$ cat config.mk
export PLATFORM = sky130hd
export DESIGN_NAME = pipelined_ripple_adder
export DESIGN_NICKNAME = d
export VERILOG_FILES = /design/src/rtl/pipelined_ripple_adder.sv
export SDC_FILE = /design/constraint.sdc
export NUM_CORES = 1
export LEC_CHECK = 0
export CORE_MARGIN = 5
export CORE_UTILIZATION = 51
export DETAILED_ROUTE_END_ITERATION = 12
export PLACE_DENSITY = 0.84
export SLEW_MARGIN = 20
export SYNTH_ARGS = -nofsm -noshare
export SYNTH_HDL_FRONTEND = slang
export SYNTH_SLANG_ARGS = --single-unit
$ cat constraint.sdc
create_clock -name clk -period 5.38 [get_ports clk]
set_input_delay 1.614 -clock clk [delete_from_list [all_inputs] [get_ports clk]]
set_output_delay 1.614 -clock clk [all_outputs]
set_load 0.005 [all_outputs]
$ cat src/rtl/pipelined_ripple_adder.sv
// Pipelined ripple-carry add/subtract: W bits split into STAGES slices, one register per slice,
// with carry forwarding between stages and a bubble-collapsing valid/ready handshake.
module pipelined_ripple_adder #(
    parameter int W      = 32,
    parameter int STAGES = 4
) (
    input  logic         clk,
    input  logic         rst,
    input  logic         in_valid,
    output logic         in_ready,
    input  logic [W-1:0] a,
    input  logic [W-1:0] b,
    input  logic         cin,
    input  logic         sub,
    output logic         out_valid,
    input  logic         out_ready,
    output logic [W-1:0] sum,
    output logic         cout,
    output logic         ovf
);

    localparam int SW = W / STAGES;

    // Returns {carry out, carry into top bit, slice sum}.
    function automatic logic [SW+1:0] ripple(input logic [SW-1:0] x, input logic [SW-1:0] y,
                                             input logic ci);
        logic          c;
        logic          cm;
        logic [SW-1:0] s;
        c  = ci;
        cm = ci;
        s  = '0;
        for (int i = 0; i < SW; i++) begin
            cm   = c;
            s[i] = x[i] ^ y[i] ^ c;
            c    = (x[i] & y[i]) | (c & (x[i] ^ y[i]));
        end
        return {c, cm, s};
    endfunction

    logic         v_q  [STAGES];
    logic [W-1:0] x_q  [STAGES];
    logic [W-1:0] y_q  [STAGES];
    logic [W-1:0] s_q  [STAGES];
    logic         c_q  [STAGES];
    logic         cm_q [STAGES];

    logic [STAGES-1:0] acc;
    logic [STAGES-1:0] adv;

    // Ready chain walks from the output back to the input; an empty stage always accepts.
    always_comb begin
        logic down;
        acc  = '0;
        adv  = '0;
        down = out_ready;
        for (int k = STAGES - 1; k >= 0; k--) begin
            adv[k] = v_q[k] & down;
            acc[k] = !v_q[k] | adv[k];
            down   = acc[k];
        end
    end

    assign in_ready = acc[0] & ~rst;

    for (genvar k = 0; k < STAGES; k++) begin : g_stage
        logic [W-1:0]  xi;
        logic [W-1:0]  yi;
        logic [W-1:0]  si;
        logic          ci;
        logic          vi;
        logic [SW+1:0] r;
        logic [W-1:0]  sn;

        if (k == 0) begin : g_first
            // Subtract is a + ~b + 1; cin only matters for add.
            assign xi = a;
            assign yi = sub ? ~b : b;
            assign ci = sub | cin;
            assign si = '0;
            assign vi = in_valid & in_ready;
        end else begin : g_next
            assign xi = x_q[k-1];
            assign yi = y_q[k-1];
            assign ci = c_q[k-1];
            assign si = s_q[k-1];
            assign vi = v_q[k-1];
        end

        assign r = ripple(xi[k*SW +: SW], yi[k*SW +: SW], ci);

        always_comb begin
            sn              = si;
            sn[k*SW +: SW]  = r[SW-1:0];
        end

        // Data only loads with a valid beat so the output holds through bubbles and stalls.
        always_ff @(posedge clk) begin
            if (rst) begin
                v_q[k]  <= 1'b0;
                x_q[k]  <= '0;
                y_q[k]  <= '0;
                s_q[k]  <= '0;
                c_q[k]  <= 1'b0;
                cm_q[k] <= 1'b0;
            end else if (acc[k]) begin
                v_q[k] <= vi;
                if (vi) begin
                    x_q[k]  <= xi;
                    y_q[k]  <= yi;
                    s_q[k]  <= sn;
                    c_q[k]  <= r[SW+1];
                    cm_q[k] <= r[SW];
                end
            end
        end
    end

    assign out_valid = v_q[STAGES-1];
    assign sum       = s_q[STAGES-1];
    assign cout      = c_q[STAGES-1];
    assign ovf       = c_q[STAGES-1] ^ cm_q[STAGES-1];

endmodule

-- Word level (Yosys, flattened, before mapping)
Memories as Yosys holds them, arrays and structs flattened.
Index checks and enable logic that the tools add are counted.
W data, S select, Z words.
- output and inout port bits: 36
- bits in writable memories: 396
- memories: 6
- word-level logic and storage cells: 263
- register bits after elaboration: 0
- memory list (name ; words ; bits a word ; read ports ; clocked after Yosys merged registers in ; wr ports ; line ; RTL):
    s_q ; 4 ; 32 ; 4 ; 0 ; 4 ; 44 ; logic [W-1:0] s_q [STAGES];
    x_q ; 4 ; 32 ; 3 ; 0 ; 4 ; 42 ; logic [W-1:0] x_q [STAGES];
    y_q ; 4 ; 32 ; 3 ; 0 ; 4 ; 43 ; logic [W-1:0] y_q [STAGES];
    c_q ; 4 ; 1 ; 4 ; 0 ; 4 ; 45 ; logic c_q [STAGES];
    cm_q ; 4 ; 1 ; 1 ; 0 ; 4 ; 46 ; logic cm_q [STAGES];
    v_q ; 4 ; 1 ; 4 ; 0 ; 4 ; 41 ; logic v_q [STAGES];
- multiplexer cells: 55
- bitwise logic cells: 198
- reductions and logical operators: 4
- operator list (kind ; count):
    $mux W32 ; 13
    $and A1 B1 Y1 ; 70
    $xor A1 B1 Y1 ; 65
    $or A1 B1 Y1 ; 61
    $mux W1 ; 42
    $not A32 Y32 ; 1
    $logic_not A1 Y1 ; 4
    $not A1 Y1 ; 1

-- Logic depth before layout (Yosys ltp)
Gate-level depths: netlist of run 1.
- word-level depth: 20
- depth in mapped cells: 12
- depth with buffers taken out: 12

-- Worst setup path before layout of run 1
Ideal clock, no wire load.
- path type: in2reg
- from: input sub
- to: memory s_q[0][7] (data pin)
- stages: 12
- slack: -0.185 ns
- data arrival time: 5.282 ns
- path through: buf_4 > buf_4 > xnor2_1 > fa_1 > fa_1 > fa_1 > fa_1 > fa_1 > fa_1 > fa_1 > fa_1 > a211oi_2
- RTL lines (element ; line ; RTL):
    start, declared ; 14 ; input logic sub,
    end, declared ; 44 ;

==> results.yml, run 1 <==
pwr:
  p_leak_uw: 0.00366
  seqPwrFrac: 0.517
  internal-power_uw: 2660
  combPwrFrac: 0.092
  switching_share: 0.196
  vdd_drop_max_mv: 0.255
  power_density_nw_per_um2: 307
  switching_power_uw: 648
  power_frac_clock: 0.391
hold_path:
  min_from: "s_q[1][10]$_SDFFCE_PN0P_"
  holdPathStages: 1
  hold_path_class: "register to register"
  hold_end: "s_q[2][10]$_SDFFCE_PN0P_"
logic_synthesis:
  synth.most_common_cell: "edfxtp_1"
  synth_cell_types: 27
  synth_cells: 556
  ys_ff_latch: 185
  synth.yosys.seq_area_share: 0.610
  synth_top_area_cell: "edfxtp_1"
  ys_warn_count: 0
  synth_edf_count: 185
  synth_common_cells: "185 x edfxtp_1, 60 x nor3b_1, 59 x nor3b_2"
  synth.avg_cell_area_um2: 16.4
  synth_area_leaders: "edfxtp_1 61%, nor3b_2 8.1%, fa_1 7.0%"
  syn-cell-area_um2: 9110
  synth_top_area_frac: 0.610
  synth-async-reset-ratio: 0
  synth_ff_type: "edfxtp_1"
  synth_nets: 658
cells_and_area:
  drive_gt1_frac: 0.241
  fillCellCount: 1209
  final_cell_count_no_fill: 869
  final_cell_area_um2: 10700
  syn_to_final_growth_pct: 18.0
  fin_nets: 735
flow_run:
  cap_viol_max_count: 0
placed_design:
  pre_cts_slack_ns: -0.240
  dpl.hpwl_um: 9550
  place_area_um2: 10100
  gp_congestion: 0.783
  numPortBuffers: 105
  place_inst: 839
timing:
  min_period_ns: 5.18
  clock_skew_ns: 0.0138
  setup_viol: 0
  tightest_slew_ns: 1.05
  holdWs_ns: 0.564
  finalCritPeriodShare: 0.963
  hold_violations: 0
  worst_slack_ns: 0.198
  max_slew_margin: 0.299
  fmax_ghz: 0.193
  rsz0062_at_grt: "false"
  slew_violations: 0
worst_setup_path:
  crit_arrival_ns: 5.32
  critPathTopFamily: "adder cells"
  cp-start-kind: "primary input"
  crit_fanout: 1
  crit_chain: "clkdlybuf4s50_1 -> xnor2_1 -> fa_1 -> fa_1 -> fa_1 -> fa_2 -> fa_2 -> fa_2 -> fa_2 -> fa_1 -> a211oi_2"
  rr_endpoint: "s_q[1][15]$_SDFFCE_PN0P_"
  critical_path.slowest_cell: "fa_1"
  end_kind: "register"
  criticalPathCategory: "primary input to register"
  r2r_cells: 11
  rrSetupSlack_ns: 1.34
  worstPathRequired_ns: 5.52
  max_stage_delay_ns: 0.50
  reg2reg_from: "x_q[0][8]$_SDFFCE_PN0P_"
  crit_buf_inv: 1
clock_tree:
  htree_levels: 4
  post_cts_resized: 0
  cts_buffers: 17
  postCtsSetupBuffers: 0
  cts_tree: "yes"
  cts_sinks: 185
  clock-root-buffer: "clkbuf_16"
  clk_pin_slew_worst_paths_ns: 0.06
  cts_hold_buf: 0
  clock_latency_ns: 0.43
  clk_path_buf_depth: 2
routing:
  drtIter0Drc: 264
  firstDrtPassIters: 5
  vias: 4428
  wl_per_cell_um: 16.0
  drt_wl_total_um: 13900
  ant_nets: 0
  vias_per_cell: 5.10
  drcViolationCount: 0
floorplanning:
  start_util: 0.523
  num_rows: 48
  die_x_um: 144
  core_area_um2: 17400
  dieArea_um2: 20600
  ios: 106
  die_h_um: 144
global_route:
  grt_pass1_vias: 4491
  grt_use_total: 0.144
  antenna_found_initial: 1
  grt_pass1_wl_um: 23300
  grt_max_degree: 75
  overflow: 0
status:
  outcome: "finished, final reports clean"
layout by cell type (no fill, tap or decap):
cell type,count
a211oi_1,9
a211oi_2,48
a21o_2,1
a21oi_1,2
and3b_2,1
and4b_4,1
buf_2,1
buf_4,7
bufinv_16,5
clkbuf_1,3
clkbuf_16,17
clkdlybuf4s50_1,104
clkinv_1,2
clkinv_4,2
diode_2,1
edfxtp_1,185
fa_1,28
fa_2,4
inv_1,49
nand2b_1,3
nand2b_2,2
nand2b_4,2
nand4b_1,1
nor2_1,4
nor2b_2,1
nor3_1,5
nor3b_1,60
nor3b_2,59
o21bai_2,1
o21bai_4,1
o22a_4,1
or2_2,1
xnor2_1,32
xor2_1,1
flip-flops by register name, summed over array words and instances, names as in the netlist:
signal	cells
c_q	4
y_q	48
cm_q	1
x_q	48
s_q	80
v_q	4
layer usage:
| metal | routed length (µm) | global-route usage | vias to the layer above |
|---|---|---|---|
| met5 | 9 | 0 | - |
| met4 | 152 | 0.0535 | 2 |
| met3 | 779 | 0.0376 | 17 |
| met2 | 6470 | 0.205 | 130 |
| met1 | 6530 | 0.215 | 2108 |
| li1 | - | - | 2171 |
cell families (layout without fill, tap and decap cells):
kind of cell,Yosys count,in the layout,synth area share
compound gates,63,63,0.0779
other cells,0,1,0
simple gates,140,140,0.146
fa+ha+maj,32,32,0.0703
xor+xnor,33,33,0.0317
flops,185,185,0.610
buf+inv,103,190,0.0639
how the worst max path moves through the flow:
stage,from,endpoint,slack [ns],cells past startpoint
final,b[0],s_q[0][7]$_SDFFCE_PN0P_,0.20,11
after detailed placement,b[0],s_q[0][7]$_SDFFCE_PN0P_,-0.24,11
after floorplan,sub,s_q[0][7]$_SDFFCE_PN0P_,0.01,12
after global placement,b[0],s_q[0][7]$_SDFFCE_PN0P_,-0.16,11
after global routing,b[0],s_q[0][7]$_SDFFCE_PN0P_,0.09,11
after CTS,b[0],s_q[0][7]$_SDFFCE_PN0P_,0.21,11
cell type report:
cell class                 instances  area, µm²  area share
sequential                       185       5560       0.517
antenna                            1       2.50    0.000233
clock buffer                      20        437      0.0406
multi-input combinational        268       3010       0.280
clock inverter                     9        175      0.0163
timing repair buffer             112       1100       0.102
inverter                          49        184      0.0171
tap                              225        282      0.0262
metrics by stage:
step                      utilization  setup TNS [ns]  total power [µW]
after detailed placement        0.582          -0.321              2040
after CTS                       0.617               0              3330
after global placement          0.581          -0.175              2030
final                           0.617               0              3300
after global routing            0.617               0              3430
after floorplan                     -               0              1920
power groups by stage:
stage	sequential, µW	combinational, µW	clock (µW)
floorplan	1730	191	0
global placement	1740	293	0
detailed placement	1740	304	0
CTS	1710	309	1310
global route	1720	336	1380
finish	1710	303	1290
Note: power is estimated with default switching activity, not from simulation.
==> run 2, diff against run 1 <==
Settings changed: CORE_UTILIZATION 51 to 55, DONT_BUFFER_PORTS set to 1, PLACE_DENSITY 0.84 to 0.8, REMOVE_ABC_BUFFERS set to 1, SKIP_CTS_REPAIR_TIMING set to 1.
==> results.yml, run 2 (synthesis gave the netlist of run 1 again) <==
cells_and_area:
  seqCellArea_um2: 5560
  largest_register_ffs: 80
  drive_gt1_frac: 0.281
  largest_register: "s_q"
  syn_to_final_growth_pct: 6.11
  fillCellCount: 1205
  multi_input_area_um2: 3010
  final_cell_mix: "185 x edfxtp_1, 60 x nor3b_1, 59 x nor3b_2, 49 x inv_1, 48 x a211oi_2"
  fin_nets: 630
  n_antenna_cell: 0
  utilization: 0.589
  reg_top3: "s_q (80), x_q (48), y_q (48)"
  final_common_cell: "edfxtp_1"
floorplanning:
  die_h_um: 139
  num_rows: 47
  dieArea_um2: 19200
  core_area_um2: 16400
  die_x_um: 139
  ios: 106
  start_util: 0.555
pwr:
  power_density_nw_per_um2: 322
  switching_power_uw: 657
  switching_share: 0.211
  combPwrFrac: 0.070
  seqPwrFrac: 0.549
  internal-power_uw: 2460
  power_frac_clock: 0.381
  vdd_drop_max_mv: 0.218
  p_leak_uw: 0.00324
placed_design:
  gp_congestion: 0.759
  pre_cts_slack_ns: -0.0126
  dpl.hpwl_um: 8930
  numPortBuffers: 0
global_route:
  grt_use_total: 0.158
  antenna_found_initial: 1
  grt_pass1_wl_um: 23900
  grt_pass1_vias: 4484
  overflow: 0
  grt_max_degree: 78
worst_setup_path:
  max_stage_delay_ns: 0.51
  critPathTopFamily: "adder cells"
  critical_path.slowest_cell: "fa_1"
  crit_chain: "xnor2_1 -> fa_1 -> fa_1 -> fa_1 -> fa_1 -> fa_1 -> fa_1 -> fa_1 -> fa_1 -> a211oi_2"
  crit_top_cell: "fa_1"
  criticalPathCategory: "primary input to register"
  crit_buf_inv: 0
  worstPathRequired_ns: 5.51
  end_kind: "register"
  crit_arrival_ns: 5.09
  crit_fanout: 33
  cp-start-kind: "primary input"
timing:
  worst_slack_ns: 0.424
  fmax_ghz: 0.202
  max_slew_margin: 0.276
  hold_violations: 0
  clock_skew_ns: 0.00833
  rsz0062_at_grt: "false"
  tns_ns: 0
  slew_violations: 0
  setup_viol: 0
  min_period_ns: 4.96
  tightest_slew_ns: 1.09
  finalCritPeriodShare: 0.921
routing:
  vias: 4225
  wl_per_cell_um: 19.0
  vias_per_cell: 5.55
  drt_wl_total_um: 14500
  ant_nets: 0
  drtIter0Drc: 225
  firstDrtPassIters: 4
  drcViolationCount: 0
clock_tree:
  clock_latency_ns: 0.42
  cts_tree: "yes"
  clk_pin_slew_worst_paths_ns: 0.07
  htree_levels: 4
  cts_sinks: 185
  clock-root-buffer: "clkbuf_16"
  cts_buffers: 17
  clk_path_buf_depth: 2
status:
  outcome: "finished, final reports clean"
hold_path:
  hold_path_class: "register to register"
flow_run:
  cap_viol_max_count: 0
[run 2: changes by cell type in the layout (fill, tap and decap cells not counted), sizes merged]
cell	change
inv	+2
clkbuf	-1
clkinvlp	+2
bufinv	-3
diode	-1
clkdlybuf4s50	-104
clkinv	+3
buf	-1
[run 2: power by group through the flow]
stage          Combinational, µW  Clock, µW  Sequential (µW)
3_5_place_dp                 216          0             1740
5_1_grt                      243       1270             1720
3_3_place_gp                 209          0             1740
2_1_floorplan                165          0             1740
4_1_cts                      219       1210             1710
6_report                     218       1190             1710
[run 2: routing by layer]
metal | vias up | part of all wire | GRT usage
met3 | 17 | 0.049 | 0.0455
li1 | 1968 | - | -
met4 | 0 | 0.017 | 0.0551
met1 | 2128 | 0.41 | 0.196
met5 | - | 0 | 0
met2 | 112 | 0.52 | 0.268
[run 2: final timing paths]
check	to	slack (ns)	startpoint	depth (start not counted)
max	s_q[0][7]$_SDFFCE_PN0P_	0.42	sub	10
min	x_q[0][56]$_SDFFCE_PN0P_	0.56	x_q[0][24]$_SDFFCE_PN0P_	1
min reg2reg	x_q[0][56]$_SDFFCE_PN0P_	0.56	x_q[0][24]$_SDFFCE_PN0P_	1
max reg2reg	s_q[3][31]$_SDFFCE_PN0P_	1.42	y_q[1][24]$_SDFFCE_PN0P_	11
[run 2: through the flow]
stage	total power (µW)	hold slack, ns	cell area [µm²]	instances
final	3120	0.561	9660	761
after global routing	3230	0.584	9660	761
after CTS	3140	0.567	9630	760
after detailed placement	1960	0.551	9070	728
after global placement	1950	0.544	9070	728
after floorplan	1900	0.537	8710	502
[run 2: area by class of cell]
class                      count  share of cell area
tap                          220              0.0285
timing repair buffer           7             0.00790
sequential                   185               0.575
clock inverter                13              0.0132
inverter                      49              0.0190
multi-input combinational    268               0.312
clock buffer                  19              0.0448
